## config.mk

```make
export PLATFORM = sky130hd
export DESIGN_NAME = pcie_rx_snoop_xlat
export DESIGN_NICKNAME = d
export VERILOG_FILES = /design/src/rtl/pcie_rx_snoop_xlat.sv
export SDC_FILE = /design/constraint.sdc
export NUM_CORES = 1
export LEC_CHECK = 0
export CORE_AREA = 4 4 141 143
export DETAILED_ROUTE_END_ITERATION = 8
export DIE_AREA = 0 0 145 147
export PLACE_DENSITY = 0.69
export SYNTH_ARGS = -nofsm -noshare
export SYNTH_HDL_FRONTEND = slang
export SYNTH_SLANG_ARGS = --single-unit
export TNS_END_PERCENT = 30
```

## constraint.sdc

```tcl
create_clock -name clk -period 2.05 [get_ports clk]
set_clock_uncertainty 0.2 [all_clocks]
set_input_delay 0.41 -clock clk [delete_from_list [all_inputs] [get_ports clk]]
set_output_delay 0.41 -clock clk [all_outputs]
set_load 0.02 [all_outputs]
```

## src/rtl/pcie_rx_snoop_xlat.sv

```systemverilog
// PCIe RX TLP snooper: selects BAR-window hits and completions, rewrites headers, feeds XGMII-TX FIFO.
// Optional build macro SNOOP_STATS_EN enables the drop/accept statistics counters.
module pcie_rx_snoop_xlat #(
  parameter int unsigned NUM_WIN    = 4,
  parameter int unsigned BAR_LSB    = 2,
  parameter int unsigned GAP_CYCLES = 7
) (
  input  logic                   clk,
  input  logic                   sys_rst,
  input  logic [63:0]            m_axis_rx_tdata,
  input  logic [7:0]             m_axis_rx_tkeep,
  input  logic                   m_axis_rx_tlast,
  input  logic                   m_axis_rx_tvalid,
  output logic                   m_axis_rx_tready,
  input  logic [21:0]            m_axis_rx_tuser,
  input  logic [NUM_WIN*36-1:0]  win_paddr,
  input  logic [NUM_WIN-1:0]     win_en,
  input  logic                   req_gap,
  output logic [71:0]            din,
  input  logic                   full,
  output logic                   wr_en,
  output logic [15:0]            drop_cnt,
  output logic [31:0]            acc_cnt
);

  localparam int unsigned WIN_W = (NUM_WIN > 1) ? $clog2(NUM_WIN) : 1;

  localparam logic [1:0] S_IDLE = 2'd0;
  localparam logic [1:0] S_HDR1 = 2'd1;
  localparam logic [1:0] S_DATA = 2'd2;
  localparam logic [1:0] S_DROP = 2'd3;

  localparam logic [71:0] IFG_WORD = {3'b000, 1'b1, 68'h0};

  logic [1:0]       state_q, state_d;
  logic             skip_q, skip_d;
  logic [WIN_W-1:0] win_q, win_d;
  logic             mem_q, mem_d;
  logic             fmt4_q, fmt4_d;
  logic             cpl_q, cpl_d;
  logic [3:0]       gap_q, gap_d;
  logic [71:0]      din_q, din_d;
  logic             wr_en_q, wr_en_d;

  logic [NUM_WIN-1:0] hit;
  logic [WIN_W-1:0]   win_sel;
  logic [35:0]        pbase;
  logic               is_cpl;
  logic               sel;
  logic               sof_acc;
  logic               sof_drop;
  logic               ifg;
  logic [7:0]         tag;
  logic [63:0]        w1;
  logic               rst_skip;

  assign m_axis_rx_tready = 1'b1;
  assign din   = din_q;
  assign wr_en = wr_en_q;

  assign hit    = win_en & m_axis_rx_tuser[BAR_LSB +: NUM_WIN];
  assign is_cpl = (m_axis_rx_tdata[28:24] == 5'b01010);
  assign sel    = (|hit) | is_cpl;
  assign tag    = {3'b101, 1'b0, m_axis_rx_tkeep[4], m_axis_rx_tkeep[0],
                   m_axis_rx_tlast, m_axis_rx_tvalid};

  always_comb begin
    win_sel = '0;
    for (int unsigned i = NUM_WIN; i > 0; i--) begin
      if (hit[i-1]) win_sel = WIN_W'(i - 1);
    end
  end

  always_comb begin
    pbase = '0;
    for (int unsigned i = 0; i < NUM_WIN; i++) begin
      if (win_q == WIN_W'(i)) pbase = win_paddr[36*i +: 36];
    end
  end

  // Second header word: page base supplies paddr[47:12]
  always_comb begin
    if (mem_q) begin
      if (!fmt4_q) w1 = {m_axis_rx_tdata[63:32], pbase[19:0], m_axis_rx_tdata[11:0]};
      else         w1 = {pbase[19:0], m_axis_rx_tdata[11:0], 16'h0, pbase[35:20]};
    end else if (cpl_q) begin
      w1 = {m_axis_rx_tdata[63:32], ~m_axis_rx_tdata[31:28], m_axis_rx_tdata[27:0]};
    end else begin
      w1 = m_axis_rx_tdata;
    end
  end

  always_comb begin
    state_d  = state_q;
    skip_d   = skip_q;
    win_d    = win_q;
    mem_d    = mem_q;
    fmt4_d   = fmt4_q;
    cpl_d    = cpl_q;
    din_d    = din_q;
    wr_en_d  = 1'b0;
    sof_acc  = 1'b0;
    sof_drop = 1'b0;

    case (state_q)
      S_IDLE: begin
        if (m_axis_rx_tvalid) begin
          if (skip_q) begin
            if (m_axis_rx_tlast) skip_d = 1'b0;
          end else if (sel) begin
            if (full) begin
              sof_drop = 1'b1;
              if (!m_axis_rx_tlast) state_d = S_DROP;
            end else begin
              sof_acc = 1'b1;
              wr_en_d = 1'b1;
              win_d   = win_sel;
              mem_d   = (m_axis_rx_tdata[28:25] == 4'b0000);
              fmt4_d  = m_axis_rx_tdata[29];
              cpl_d   = is_cpl;
              din_d   = is_cpl ? {tag, m_axis_rx_tdata}
                               : {tag, ~m_axis_rx_tdata[63:60], m_axis_rx_tdata[59:0]};
              if (!m_axis_rx_tlast) state_d = S_HDR1;
            end
          end else if (!m_axis_rx_tlast) begin
            state_d = S_DROP;
          end
        end
      end
      S_HDR1: begin
        if (m_axis_rx_tvalid) begin
          wr_en_d = 1'b1;
          din_d   = {tag, w1};
          state_d = m_axis_rx_tlast ? S_IDLE : S_DATA;
        end
      end
      S_DATA: begin
        if (m_axis_rx_tvalid) begin
          wr_en_d = 1'b1;
          din_d   = {tag, m_axis_rx_tdata};
          if (m_axis_rx_tlast) state_d = S_IDLE;
        end
      end
      default: begin
        if (m_axis_rx_tvalid && m_axis_rx_tlast) state_d = S_IDLE;
      end
    endcase

    ifg = (state_q == S_IDLE) && (gap_q != 4'd0) && !full && !sof_acc;
    if (ifg) begin
      wr_en_d = 1'b1;
      din_d   = IFG_WORD;
    end

    if (req_gap)  gap_d = 4'(GAP_CYCLES);
    else if (ifg) gap_d = gap_q - 4'd1;
    else          gap_d = gap_q;

    // Reset mid-TLP: remember bus framing so the tail is not mistaken for a SOF
    rst_skip = m_axis_rx_tvalid ? ~m_axis_rx_tlast : ((state_q != S_IDLE) | skip_q);
    if (sys_rst) skip_d = rst_skip;
  end

  always_ff @(posedge clk) begin
    skip_q <= skip_d;
    if (sys_rst) begin
      state_q <= S_IDLE;
      win_q   <= '0;
      mem_q   <= 1'b0;
      fmt4_q  <= 1'b0;
      cpl_q   <= 1'b0;
      gap_q   <= '0;
      din_q   <= '0;
      wr_en_q <= 1'b0;
    end else begin
      state_q <= state_d;
      win_q   <= win_d;
      mem_q   <= mem_d;
      fmt4_q  <= fmt4_d;
      cpl_q   <= cpl_d;
      gap_q   <= gap_d;
      din_q   <= din_d;
      wr_en_q <= wr_en_d;
    end
  end

`ifdef SNOOP_STATS_EN
  logic [15:0] drop_cnt_q, drop_cnt_d;
  logic [31:0] acc_cnt_q, acc_cnt_d;

  always_comb begin
    drop_cnt_d = drop_cnt_q;
    if (sof_drop && (drop_cnt_q != '1)) drop_cnt_d = drop_cnt_q + 16'd1;
    acc_cnt_d = acc_cnt_q + 32'(sof_acc);
  end

  always_ff @(posedge clk) begin
    if (sys_rst) begin
      drop_cnt_q <= '0;
      acc_cnt_q  <= '0;
    end else begin
      drop_cnt_q <= drop_cnt_d;
      acc_cnt_q  <= acc_cnt_d;
    end
  end

  assign drop_cnt = drop_cnt_q;
  assign acc_cnt  = acc_cnt_q;
`else
  logic unused_stats;
  assign unused_stats = sof_drop;
  assign drop_cnt = '0;
  assign acc_cnt  = '0;
`endif

  logic unused_bits;
  assign unused_bits = ^{m_axis_rx_tkeep[7:5], m_axis_rx_tkeep[3:1], m_axis_rx_tuser};

endmodule

```

==> key figures <==
Outcome
  – Outcome: complete, but fails checks
  – Failing checks: negative setup slack

Power
  – Clk pwr share: around 15%
  – Leak: roughly 3.5 nW
  – Power per cell area: about 1100 nW/um2
  – Psw: between 4 and 5 mW
  – Worst VDD drop: 0.6420 mV
  – Gate power share: approximately 62%
  – Pint: 5.979 mW
  – Sw Share: around two fifths
  – Sequential share of power: 23.1%

Worst setup path
  – CP cell instances: buf_6, ha_4, o21ba_4, o21ai_4, o311ai_4, buf_4, buf_16, buf_4, a221oi_1, nor3_1
  – Worst EP arrival: approximately 2.2 ns
  – Crit Path Max Fanout: 4
  – Critical path's slowest cell: dfxtp_2
  – Crit-path most repeated cell: buf_4
  – Crit Path Class: reg2reg
  – Crit path buf inv count: 4
  – Critical path capture point type: register
  – CP delay by family, top: compound AO/OA/AOI/OAI gates
  – Worst Path Required: between 2 and 2.5 ns
  – CP peak stage delay: 0.34 ns
  – Startpoint types: register

Clock network
  – Clock sink count: 82
  – Max clock buf depth: 2
  – Skew-Pair Late Insertion Delay: 0.34 ns
  – CTS tree: done
  – Total CTS buffers: 9
  – Clock Pin Slew Worst Setup and Hold Paths: around 0.06 ns
  – H-tree depth: 3
  – Root Driver: clkbuf_16

Floorplanning
  – Initial Util: ~28%
  – Core ar.: between 15000 and 20000 um2
  – # IOs: 370
  – Die width: about 150 um
  – Cell row count: 50
  – Die ar.: between 20000 and 25000 um2
  – Die Ht: between 100 and 150 um

Timing
  – Post-route setup slack: -0.08884 ns
  – Fin crit period: 2.139 ns
  – RSZ-0062 raised after global routing: yes
  – Fin Hold WS: between 0.2 and 0.3 ns
  – Fin. Hold Viols: 0
  – Fmax: ~0.47 GHz
  – Final setup fails: ~60
  – Max Transition Viols Final: 0
  – Final worst path period share: 104.3%
  – Total negative slack: -2.688 ns

Logic synthesis
  – Post-synthesis xor/xnor area fraction: less than 1%
  – Post-synthesis cell count: between 500 and 600
  – Syn_area_per_cell: 9.226 um2
  – Distinct cell type count after synthesis: 46
  – Synth async-reset ratio: 0%
  – EDFF count, synth: 1
  – Post-synthesis mux area share: 15.97%
  – Synth area leader: dfxtp_1
  – Synth top area share: ~31%
  – Post-synth top flop: dfxtp_1
  – Synth Area in Adders: between 1 and 1.5%
  – Yosys synthesis warning count: 0
  – Compound-Gate Fraction of Synth Area: approximately a fifth
  – Simple-Gate Fraction of Synth Area: between 15 and 20%
  – #FFs+latches synth: 82
  – Mapped Area: approximately 5200 um2
  – Largest family of logic cells by synthesized area: compound AO/OA/AOI/OAI gates
  – Sequential share of the synthesized area: roughly a third
  – Largest cells by area after synthesis: dfxtp_1 31%, mux4_2 16%, a221oi_1 9.3%, buf_4 8.5%, nor2_1 6.3%

Routing
  – Initial DRC count: between 400 and 500
  – Detailed-route wire length per cell: 19.01 um
  – Routed wire length: 21.96 mm
  – Drt first pass iters: 5
  – Via density per instance: 4.987
  – DRC viols: 0
  – Remaining antenna violation count: 0
  – Vias: 5760

Global route
  – GRT Total Usage: 19.70%
  – Total gr overflow: 0
  – First-pass GRT wire length: ~33 mm
  – Pin count of the biggest net entering global routing: 54
  – Vias in the first global route: a little under 6k
  – Initial antenna violation count: 0

Finish
  – Nets: roughly 1.2k
  – Filler cell count in the final layout: about 1.7k
  – ANT cells: 0
  – Layout cell share with drive strength beyond 1: approximately a quarter
  – Area delta synth->final: 84.59%
  – Design area: just under 10000 um2
  – Final non-filler cell total: roughly 1.2k

Job
  – Max_cap viols: 0

Placed design
  – Final HPWL from detailed placement: 17.06 mm
  – Gp weighted congestion: between 0.8 and 0.9
  – Dpl ws: -0.6421 ns
  – Placed Area: between 8000 and 9000 um2
  – Placed instance count: roughly 1.1k
  – IO Port Bufs: roughly 300

Min path
  – Hold Crit Class: reg2reg
-- cells by family after synthesis --
| logic type | after synthesis |
|---|---|
| buf+inv | 110 |
| flops | 82 |
| fa+ha+maj | 6 |
| compound gates | 128 |
| other cells | 2 |
| xor+xnor | 5 |
| mux | 38 |
| simple gates | 193 |
-- sequential cells by signal, indices dropped and copies added (netlist names) --
name	flops
gap_q	4
mem_q	1
win_q	2
skip_q	1
fmt4_q	1
cpl_q	1
wr_en	1
din	69
state_q	2
-- synth_stat cells, types with 2 or more instances --
master / n
xnor2_1: 5
conb_1: 2
nand3_1: 5
buf_4: 59
nor2_1: 88
or3_1: 2
nand3b_1: 2
nor3_1: 55
mux4_2: 36
ha_1: 6
a21boi_0: 2
nand2b_1: 5
a311oi_1: 2
clkbuf_1: 15
a22oi_1: 2
o22ai_1: 4
a21oi_1: 17
mux2i_1: 2
buf_6: 4
a211oi_2: 12
buf_2: 20
a221oi_1: 55
o21ai_1: 2
nor3_2: 5
o311a_1: 2
inv_1: 11
dfxtp_1: 81
o21ai_0: 16
a32oi_1: 4
nand2_1: 27
-- final timing paths --
check	depth (start not counted)	to	from	slack, ns
worst max register to register	10	din[22]$_SDFFE_PP0P_	state_q[0]$_SDFFE_PP0P_	-0.09
worst min register to register	2	din[67]$_SDFFE_PP0P_	din[67]$_SDFFE_PP0P_	0.26
worst min-delay path	2	din[67]$_SDFFE_PP0P_	din[67]$_SDFFE_PP0P_	0.26
worst max-delay path	10	din[22]$_SDFFE_PP0P_	state_q[0]$_SDFFE_PP0P_	-0.09
-- metrics by stage --
stage               util [%]  power, mW
floorplan                  -      5.317
global route           51.70      10.78
finish                 51.70      10.16
global placement       47.55      7.897
CTS                    50.98      10.04
detailed placement     47.55      7.942
-- worst register-to-register path, delay by kind of cell (launching register included) --
family,cells,cell delay [ns]
and+or+nand+nor,1,0.07
DFF,1,0.34
AOI/OAI and AO/OA,4,0.71
buffers and inverters,4,0.57
adders and majority gates,1,0.15
-- area by class of cell --
class | count | area (um2) | share of cell area (%)
Clock buffer | 10 | 239.0 | 2.488
Clock inverter | 5 | 28.78 | 0.2996
Inverter | 11 | 46.29 | 0.4820
Multi-Input combinational cell | 420 | 3431 | 35.72
Sequential cell | 82 | 1659 | 17.27
Tap cell | 234 | 292.8 | 3.048
Timing Repair Buffer | 393 | 3909 | 40.69
-- power groups by stage --
stage / logic [mW] / clock network [mW] / registers, mW
2_1_floorplan: 2.47 / 0 / 2.85
3_3_place_gp: 5.55 / 0 / 2.35
3_5_place_dp: 5.58 / 0 / 2.36
4_1_cts: 6.13 / 1.56 / 2.35
5_1_grt: 6.78 / 1.60 / 2.40
6_report: 6.29 / 1.52 / 2.35
-- layer usage --
layer,vias up,global-route usage (%),routed length (um)
met5,-,0,0
met3,39,4.843,1587
met2,270,32.39,10610
met4,0,7.648,634
met1,2713,25.08,9124
li1,2738,-,-
-- timing repair --
action                     in CTS  in global routing
gates resized for setup        52                 23
gates cloned                    2                  0
buffers inserted               11                  1
hold buffers                    0                  0
pin swaps                       3                  3
setup endpoints to repair      78                 72
-- layout by cell type, fill, tap and decap left out, drive strengths merged, types with 2 or more instances in the layout --
master,netlist,final
clkinv,0,4
nand2,27,27
a21oi,17,17
a221oi,55,55
a32oi,4,4
o31ai,2,2
xnor2,5,5
a21boi,2,2
conb,2,50
clkdlybuf4s50,0,286
nand2b,5,5
nand3,5,5
o21ai,19,19
a22oi,2,2
mux4,36,36
nor2,88,88
a311oi,2,2
dlygate4sd2,0,9
clkbuf,15,10
nor3,60,60
o22ai,4,4
or3,2,2
o311a,2,2
a211oi,12,12
nand3b,2,2
buf,84,97
ha,6,6
inv,11,12
dfxtp,81,81
mux2i,2,2
(Power assumes the default switching activity.)
